**src/rtl/bcd_entry.sv**
```systemverilog
// Two-digit BCD keypad entry: a debounced pushbutton samples a 4-bit switch digit
// twice (tens, then ones) and the registered result is published if it fits in 0..15.
module bcd_entry #(
    parameter int DEBOUNCE_CYCLES = 500000
) (
    input  logic       clk,
    input  logic       rst_n,
    input  logic       key_n,
    input  logic       clr,
    input  logic [3:0] sw,
    output logic [3:0] value,
    output logic       valid,
    output logic       err,
    output logic       busy,
    output logic       done
);

    localparam int CNT_W = (DEBOUNCE_CYCLES > 1) ? $clog2(DEBOUNCE_CYCLES) : 1;

    typedef enum logic [1:0] {
        S_TENS = 2'd0,
        S_ONES = 2'd1,
        S_DONE = 2'd2,
        S_ERR  = 2'd3
    } state_t;

    logic             r_key_s1, r_key_s2;
    logic             r_clr_s1, r_clr_s2;
    logic [3:0]       r_sw_s1, r_sw_s2;
    logic [CNT_W-1:0] r_db_cnt;
    logic             r_key_level;
    logic             r_key_level_d;
    logic             w_press;

    state_t           r_state, w_state_nxt;
    logic [3:0]       r_tens, w_tens_nxt;
    logic [3:0]       r_value, w_value_nxt;
    logic             w_done_nxt;
    logic             r_valid, r_err, r_busy, r_done;
    logic [4:0]       w_sum;

    // Synchronizers idle at the released / inactive levels.
    // NOTE: sequential state uses non-blocking assignments so every flop samples pre-edge values.
    always_ff @(posedge clk or negedge rst_n) begin
        if (!rst_n) begin
            r_key_s1 <= 1'b1;
            r_key_s2 <= 1'b1;
            r_clr_s1 <= 1'b0;
            r_clr_s2 <= 1'b0;
            r_sw_s1  <= 4'd0;
            r_sw_s2  <= 4'd0;
        end else begin
            r_key_s1 <= key_n;
            r_key_s2 <= r_key_s1;
            r_clr_s1 <= clr;
            r_clr_s2 <= r_clr_s1;
            r_sw_s1  <= sw;
            r_sw_s2  <= r_sw_s1;
        end
    end

    // Accept a new key level only after DEBOUNCE_CYCLES consecutive disagreeing cycles.
    always_ff @(posedge clk or negedge rst_n) begin
        if (!rst_n) begin
            r_db_cnt      <= '0;
            r_key_level   <= 1'b1;
            r_key_level_d <= 1'b1;
        end else begin
            r_key_level_d <= r_key_level;
            if (r_key_s2 == r_key_level) begin
                r_db_cnt <= '0;
            end else if (r_db_cnt == CNT_W'(DEBOUNCE_CYCLES - 1)) begin
                r_db_cnt    <= '0;
                r_key_level <= r_key_s2;
            end else begin
                r_db_cnt <= r_db_cnt + 1'b1;
            end
        end
    end

    assign w_press = r_key_level_d & ~r_key_level;

    // Five bits so that 19 (tens=1, ones=9) and worse are caught rather than wrapping.
    assign w_sum = 5'(r_tens) * 5'd10 + 5'(r_sw_s2);

    // NOTE: every combinational output gets a default first so no latch is inferred.
    always_comb begin
        w_state_nxt = r_state;
        w_tens_nxt  = r_tens;
        w_value_nxt = r_value;
        w_done_nxt  = 1'b0;
        if (r_clr_s2) begin
            w_state_nxt = S_TENS;
            w_value_nxt = 4'd0;
        end else if (w_press) begin
            if (r_state == S_ONES) begin
                w_done_nxt = 1'b1;
                if (r_sw_s2 > 4'd9 || w_sum > 5'd15) begin
                    w_state_nxt = S_ERR;
                    w_value_nxt = 4'd0;
                end else begin
                    w_state_nxt = S_DONE;
                    w_value_nxt = w_sum[3:0];
                end
            end else begin
                w_tens_nxt = r_sw_s2;
                if (r_sw_s2 > 4'd1) begin
                    w_state_nxt = S_ERR;
                    w_value_nxt = 4'd0;
                    w_done_nxt  = 1'b1;
                end else begin
                    w_state_nxt = S_ONES;
                end
            end
        end
    end

    // Status flags are registered from the next state so they align with the state itself.
    always_ff @(posedge clk or negedge rst_n) begin
        if (!rst_n) begin
            r_state <= S_TENS;
            r_tens  <= 4'd0;
            r_value <= 4'd0;
            r_valid <= 1'b0;
            r_err   <= 1'b0;
            r_busy  <= 1'b0;
            r_done  <= 1'b0;
        end else begin
            r_state <= w_state_nxt;
            r_tens  <= w_tens_nxt;
            r_value <= w_value_nxt;
            r_valid <= (w_state_nxt == S_DONE);
            r_err   <= (w_state_nxt == S_ERR);
            r_busy  <= (w_state_nxt == S_ONES);
            r_done  <= w_done_nxt;
        end
    end

    assign value = r_value;
    assign valid = r_valid;
    assign err   = r_err;
    assign busy  = r_busy;
    assign done  = r_done;

endmodule

```
**config.mk**
```make
export PLATFORM = sky130hd
export DESIGN_NAME = bcd_entry
export DESIGN_NICKNAME = d
export VERILOG_FILES = /design/src/rtl/bcd_entry.sv
export SDC_FILE = /design/constraint.sdc
export NUM_CORES = 1
export LEC_CHECK = 0
export ABC_AREA = 1
export CORE_MARGIN = 3
export CORE_UTILIZATION = 50
export CTS_BUF_LIST = sky130_fd_sc_hd__clkbuf_4
export DETAILED_ROUTE_END_ITERATION = 6
export DONT_BUFFER_PORTS = 1
export GPL_TIMING_DRIVEN = 0
export PLACE_DENSITY_LB_ADDON = 0.05
export SYNTH_ARGS = -nofsm -noshare
export SYNTH_HDL_FRONTEND = slang
export SYNTH_SLANG_ARGS = --single-unit
```
**constraint.sdc**
```tcl
create_clock -name clk -period 1.85 [get_ports clk]
set_input_delay 0.555 -clock clk [delete_from_list [all_inputs] [get_ports clk]]
set_output_delay 0.555 -clock clk [all_outputs]
set_load 0.01 [all_outputs]
```
Word-level counts from Yosys, hierarchy flattened:

Cells that the tools add are included.

* order comparisons: 3
* $add $sub $neg: 2
* shift-type cells: 0
* div/mod/pow operators: 0
* bitwise gates (word level): 5
* equal/unequal tests: 6
* muxes and demuxes: 16
* multiply operators: 1
* reduce and logical (&&, ||, !) cells: 6

Operator list (number)
* 19-bit 2-to-1 mux: 2
* 4-bit 2-to-1 mux: 5
* 19-bit by 1-bit adder with 19-bit output (second input constant): 1
* 19-bit == test (second input constant): 1
* 2-bit 2-to-1 mux: 4
* 5-bit by 4-bit adder with 5-bit output: 1
* 5-bit by 4-bit > comparator with 1-bit output (second input constant): 1
* 1-bit 2-to-1 mux: 5
* 2-bit by 1-bit == test with 1-bit output (second input constant): 2
* 2-bit == test (second input constant): 2
* 4-bit by 1-bit > comparator with 1-bit output (second input constant): 1
* 4-bit > comparator (second input constant): 1
* 4-bit by 3-bit multiplier with 4-bit output (second input constant): 1
* 1-bit inverter: 4
* 2-bit AND reduction: 2
* 3-bit AND reduction: 1
* 3-bit nonzero test: 1
* 2-bit nonzero test: 1
* 1-bit bitwise AND: 1
* 1-bit == test: 1
* 1-bit logical OR: 1

* memory bits (read-only): 0
* memory bits (writable): 0
* memories: 0
* bits in latches: 0
* flip-flop bits (word level): 47
* output and inout port bits: 8
* logic and storage cells: 55

Logic depth before layout (Yosys ltp):

* depth in word-level cells: 9
* gate-level depth with buffers: 10
* mapped depth without buffers: 10

Worst setup path after synthesis:

OpenSTA, ideal clock, no wires.

* path type: flip-flop to flip-flop
* from: register r_tens[0]
* to: register r_err (netlist: err)
* path slack: 0.172 ns
* arrival time: 1.555 ns
* cell stages (with the launch flop): 11
* required time: 1.727 ns
* path buffers: 0
* cells stage by stage: dfrtp_1 ha_1 ha_1 nand2_1 nand3_1 inv_1 nand2_1 nand2_1 nand3_1 nand2_1 nor2_1

* word-level cells in the longest chain between the ends: 9

Ends and longest elaborated chain
* from (decl): RTL line 36 `logic [3:0] r_tens, w_tens_nxt;`
* from (signal assigned): RTL line 130 `r_tens <= w_tens_nxt;`
* 4-bit by 3-bit multiplier with 4-bit output: RTL line 84 `assign w_sum = 5'(r_tens) * 5'd10 + 5'(r_sw_s2);`
* 5-bit by 4-bit adder with 5-bit output: RTL line 84
* 5-bit by 4-bit > comparator with 1-bit output: RTL line 98 `if (r_sw_s2 > 4'd9 || w_sum > 5'd15) begin`
* 1-bit logical OR: RTL line 98
* 1-bit 2-to-1 mux: RTL line 98
* 2-bit 2-to-1 mux: RTL line 96 `if (r_state == S_ONES) begin`
* 2-bit 2-to-1 mux: RTL line 95 `end else if (w_press) begin`
* 2-bit 2-to-1 mux: RTL line 92 `if (r_clr_s2) begin`
* 2-bit == test: RTL line 133 `r_err <= (w_state_nxt == S_ERR);`
* to (signal assigned): RTL line 133
* to (decl): RTL line 39 `logic r_valid, r_err, r_busy, r_done;`

No other way between the ends.
A chain may end at the register's enable or synchronous reset.

Worst setup path after layout:

* from: register r_db_cnt[0]
* to: register r_db_cnt[16]

* word-level cells in the longest chain between the ends: 3

Ends and longest elaborated chain
* from (decl): RTL line 30 `logic [CNT_W-1:0] r_db_cnt;`
* from (signal assigned): RTL line 76 `r_db_cnt <= r_db_cnt + 1'b1;`
* 19-bit by 1-bit adder with 19-bit output / 19-bit == test (equally long branches): RTL line 76, 72
* 19-bit 2-to-1 mux *: RTL line 72 `end else if (r_db_cnt == CNT_W'(DEBOUNCE_CYCLES - 1)) begin`
* 19-bit 2-to-1 mux *: RTL line 70 `if (r_key_s2 == r_key_level) begin`

Every way passes the cells marked *; elsewhere a longest branch is shown, timed or not.

==> metrics.yaml <==
routing:
  drt-total-wl_um: 3890
  m1WireLength_um: 2100
  vias: 1554
  wl_met2_um: 1560
  routed_via_density: 5.01
  drtIter0Drc: 100
  top_layer_used: "met4"
  firstDrtPassIters: 4
  drc: 0
  met3_wirelength_um: 180
  routedWlPerCell_um: 12.6
  postRouteAntennaNets: 0
finish:
  final_area_um2: 2440
  layout.nets: 273
  drive_gt1_frac: 0.123
  diodes: 0
  area_delta_synth_final_pct: 10.8
critical_path:
  r2r-start: "r_db_cnt[0]$_DFF_PN0_"
  arrival_ps: 1940
  startpoint_type: "register"
  r2r_setup_slack_ps: 170
  worstPathRequired_ps: 2110
  r2r_cells: 8
  cp_max_fo: 8
  critPathCaptureType: "register"
  r2r-end: "r_db_cnt[16]$_DFF_PN0_"
  path_class: "register to register"
cts:
  htreeDepth: 2
  cts_tree: "built"
  clkSlewWorstSetupHoldPaths_ps: 130
  root_buffer: "clkbuf_4"
  cts_max_path_buffers: 2
  cts.sinks: 47
  numCtsBuffers: 5
  insertion_delay_ps: 360
pwr:
  power_leakage_nw: 1.08
  peakVddDrop_mv: 0.498
  p_per_area_nw_per_um2: 719
synthesis:
  yosysTopAreaCell: "dfrtp_1"
  syn_nets: 262
  seq_area_frac_synth: 0.537
  async_flop_share: 1.00
  synth.distinct_cells: 24
  yosys_most_used_dff: "dfrtp_1"
  synth-seq-cells: 47
  synth-edff-count: 0
  yosys-top-cells-area: "dfrtp_1 49%, nor2_1 8.0%, nand2_1 7.8%"
  yosys-top-cells-count: "47 x nor2_1, 46 x nand2_1, 43 x dfrtp_1, 31 x inv_1, 19 x nand3_1"
  synth_top_area_frac: 0.489
  yosysWarnings: 0
  syn_inst: 248
  synth.most_common_cell: "nor2_1"
  syn_area_per_cell_um2: 8.87
  syn-cell-area_um2: 2200
floorplanning:
  coreArea_um2: 4120
  dieArea_um2: 5230
  initial_core_util: 0.535
  pin_count: 16
  rows: 23
  die_h_um: 72.3
  die_x_um: 72.3
global_route:
  grt-ovfl-total: 0
  antenna_found_initial: 0
  grt_max_degree: 48
  first_global_vias: 1488
  grt_use_total: 0.172
  grt_pass1_wl_um: 6800
worst_hold_path:
  min_to: "r_key_s1$_DFF_PN1_"
  hold_start: "key_n"
  min_path_type: "primary input to register"
  holdPathStages: 0
sta:
  period_needed_ps: 1680
  tightest_slew_ps: 398
  rsz0062_at_grt: "false"
  fin_worst_skew_ps: 10.2
  relSlewSlack: 0.733
  setup_viol_count_final: 0
  period_share: 0.911
  slew_violations: 0
  final_hold_viol_count: 0
  finalSetupTns_ps: 0
  max_clock_freq_mhz: 593
flow_run:
  drv_cap: 0
place:
  routabilityCongestion: 0.884
  dpl_cell_area_um2: 2260
  dp.final_hpwl_um: 2900
  port_buffers: 0
status:
  status: "finished, final reports clean"
-- per-layer routing --
metal | vias to the layer above | GRT usage
li1 | 807 | -
met1 | 715 | 0.257
met2 | 28 | 0.233
met3 | 4 | 0.0526
met4 | 0 | 0.0626
met5 | - | 0
-- how the worst max path moves through the flow --
stage	startpoint	endpoint	slack, ps	depth (start not counted)
4_1_cts	r_tens[0]$_DFFE_PN0P_	err$_DFF_PN0_	8	10
3_5_place_dp	r_tens[0]$_DFFE_PN0P_	err$_DFF_PN0_	10	10
3_3_place_gp	r_tens[0]$_DFFE_PN0P_	err$_DFF_PN0_	20	10
5_1_grt	r_tens[0]$_DFFE_PN0P_	err$_DFF_PN0_	20	9
2_1_floorplan	r_tens[0]$_DFFE_PN0P_	err$_DFF_PN0_	170	10
6_report	r_db_cnt[0]$_DFF_PN0_	r_db_cnt[16]$_DFF_PN0_	170	8
-- cells by family after synthesis --
family / after synthesis / synth area share
XOR/XNOR: 12 / 0.0478
flip-flops: 47 / 0.537
multiplexers: 2 / 0.0102
buffers and inverters: 33 / 0.0597
AND/OR/NAND/NOR: 139 / 0.286
AO/OA/AOI/OAI: 9 / 0.0222
adder cells (fa/ha/maj): 6 / 0.0375
-- area by class of cell --
class,count,area [um2]
Fill cell,366,1680
Sequential cell,47,1180
Multi-Input combinational cell,168,925
Inverter,32,120
Tap cell,50,62.6
Timing Repair Buffer,4,52.6
Clock inverter,3,47.5
Clock buffer,5,37.5
Buffer,1,11.3
-- per-stage QoR --
stage | worst slack [ps] | std cells | hold slack (ps) | util | total power, mW
final | 165 | 310 | 177 | 0.592 | 1.75
after global placement | 17.7 | 298 | 260 | 0.550 | 1.11
after CTS | 8.16 | 308 | 2.43 | 0.579 | 1.78
after global routing | 18.4 | 310 | 107 | 0.592 | 1.84
after floorplan | 172 | 248 | 259 | - | 1.10
after detailed placement | 10.7 | 298 | 260 | 0.550 | 1.11
-- report_power, final --
| group | switching (mW) | internal, mW | total (mW) |
|---|---|---|---|
| Combinational | 0.0415 | 0.0207 | 0.0622 |
| Clock | 0.337 | 0.292 | 0.629 |
| Sequential | 0.0140 | 1.05 | 1.06 |
| Total | 0.393 | 1.36 | 1.75 |
-- placed cells by master, fill, tap and decap left out, drive strengths merged --
| cell | n |
|---|---|
| nand2 | 49 |
| nor2 | 48 |
| dfrtp | 43 |
| inv | 33 |
| nand3 | 19 |
| xor2 | 12 |
| nand4 | 11 |
| nor3 | 10 |
| clkbuf | 5 |
| ha | 5 |
| o21ai | 4 |
| dfstp | 4 |
| buf | 4 |
| a21oi | 3 |
| mux2 | 2 |
| nand3b | 1 |
| a31oi | 1 |
| o21a | 1 |
| nor3b | 1 |
| fa | 1 |
| bufinv | 1 |
| clkinv | 1 |
| dlygate4sd3 | 1 |
-- state kept, by name (all words and copies together), names as in the netlist, 2 cells and up --
register / count
r_state: 2
r_sw_s2: 4
r_sw_s1: 4
value: 4
r_tens: 4
r_db_cnt: 19
-- worst max-delay path, cell delays in order (launching register included) --
cell	delay, ps
dfrtp_1	460
ha_1	290
nand2_1	130
nor2_4	140
inv_2	60
nor3_2	200
nand2_2	100
nand2_4	140
nor2_1	60
-- what timing repair did --
item / CTS / global route
hold endpoints to repair: 47 / 30
setup buffers: 1 / 1
pin swaps: 0 / 2
resized for setup: 0 / 6
hold buffers: 1 / 1
setup endpoints to repair: 2 / 6
Power figures use the tool's default switching activity.
==> edit (same settings) <==
Take the reset off `r_value` and load it in a clocked block of its own.
--- a/src/rtl/bcd_entry.sv
+++ b/src/rtl/bcd_entry.sv
@@ -120,7 +120,6 @@
         if (!rst_n) begin
             r_state <= S_TENS;
             r_tens  <= 4'd0;
-            r_value <= 4'd0;
             r_valid <= 1'b0;
             r_err   <= 1'b0;
             r_busy  <= 1'b0;
@@ -128,12 +127,15 @@
         end else begin
             r_state <= w_state_nxt;
             r_tens  <= w_tens_nxt;
-            r_value <= w_value_nxt;
             r_valid <= (w_state_nxt == S_DONE);
             r_err   <= (w_state_nxt == S_ERR);
             r_busy  <= (w_state_nxt == S_ONES);
             r_done  <= w_done_nxt;
         end
+    end
+
+    always_ff @(posedge clk) begin
+        r_value <= w_value_nxt;
     end
 
     assign value = r_value;
Function: no difference found for any inputs over 10 cycles, from zero or initial values and one cycle with rst_n low; that may be too few to reach the edited logic, so the function may still have changed.
==> edit against the unedited design <==
- worst setup slack worse by 0.0081 ns
- count of clock-buffer cells in the layout unchanged
- die area up 0.11%
- non-clock buffer count down 1
- utilization down 0.88 points
- final area down 1.5%
- global-route usage up 0.83 points
- sequential share of layout area down 0.10 points
- synthesized area up 0.11%
- sequential cell count unchanged
- highest routed layer unchanged
- total power down 7.2%
- maximum frequency down 0.48%
- final cell count unchanged
- routed wire length up 1.5%
==> edit: results (changes against the unedited design) <==
pwr:
  pg_clk_mw: 0.511  # -19%
  p_sw_mw: 0.408  # +3.9%
  swShare_pct: 25.1  # +2.7 points
  peakVddDrop_mv: 0.466  # -6.3%
  seqPwrFrac_pct: 65.2  # +4.6 points
  leakagePower_nw: 1.02  # -5.2%
drt:
  drt_iter0_markers: 106  # +6.0%
  wl_met1_um: 2010  # -4.6%
  met2WireLength_um: 1630  # +4.8%
  dr_total_vias: 1556  # +0.13%
  wl_per_cell_um: 12.7  # +1.5%
  dr_wl_met3_um: 225  # +25%
setup_path:
  cp.arrival_ns: 1.96  # +0.02 ns
  crit_path_end: "r_db_cnt[5]"
  r2r_cells: 6  # -2
  crit_path_max_fanout: 7  # -1
place:
  placed_cell_area_um2: 2260  # +0.11%
  dp_cells: 299  # +0.34%
  dp_slack_ns: 0.00917  # -0.00149 ns
  dpl.hpwl_um: 2850  # -1.6%
synthesis:
  synth_area_per_cell_um2: 8.84  # -0.29%
  ys_top_cells_by_area: "dfrtp_1 44%, nor2_1 7.8%, nand2_1 7.5%, inv_1 4.9%, dfstp_2 4.8%"
  synth_compound_area_share_pct: 3.64  # +1.4 points
  synth_mux_area_share_pct: 1.02  # -0.0012 points
  synth_commonest_cells: "46 x nor2_1, 44 x nand2_1, 39 x dfrtp_1, 29 x inv_1, 18 x nand3_1"
  synthAdderAreaFrac_pct: 3.75  # -0.0043 points
  synth-xor-area-share_pct: 5.17  # +0.39 points
clock_tree:
  clk_latency_ns: 0.38  # +0.02 ns
sta:
  clock_skew_ns: 0.0121  # +0.00189 ns
  max_freq_mhz: 591  # -0.48%
  whs_ns: 0.157  # -0.0206 ns
grt:
  grt_max_degree: 44  # -8.3%
  grt_util_met3_pct: 4.99  # -0.28 points
  grt_pass1_wl_um: 7100  # +4.4%
  grt_use_total_pct: 18.0  # +0.83 points
layout:
  drive_above_1_share_pct: 14.6  # +2.3 points
status:
  status: "complete, no violations"
[edit: cell count changes after synthesis, sizes merged, moves of 2 or more]
cell | unedited run | this run
nor3 | 10 | 3
a21oi | 3 | 8
nand4 | 11 | 6
nor2 | 48 | 53
dfrtp | 43 | 39
dfxtp | 0 | 4
o21ai | 4 | 8
inv | 32 | 30
nand3 | 19 | 21
[edit: area by class of cell]
cell class / instances / area (um^2)
Fill cell: 383 / 1710
Sequential cell: 47 / 1160
Multi-Input combinational cell: 171 / 963
Inverter: 30 / 113
Tap cell: 50 / 62.6
Clock buffer: 5 / 37.5
Timing Repair Buffer: 3 / 37.5
Clock inverter: 3 / 22.5
Buffer: 1 / 3.75
[edit: timing repair]
action                     4_1_cts  5_1_grt
gates cloned                     0        0
hold endpoints to repair        43        0
hold buffers                     2        0
pin swaps                        1        1
buffers inserted                 0        1
resized for setup                1        5
setup endpoints to repair        3        7
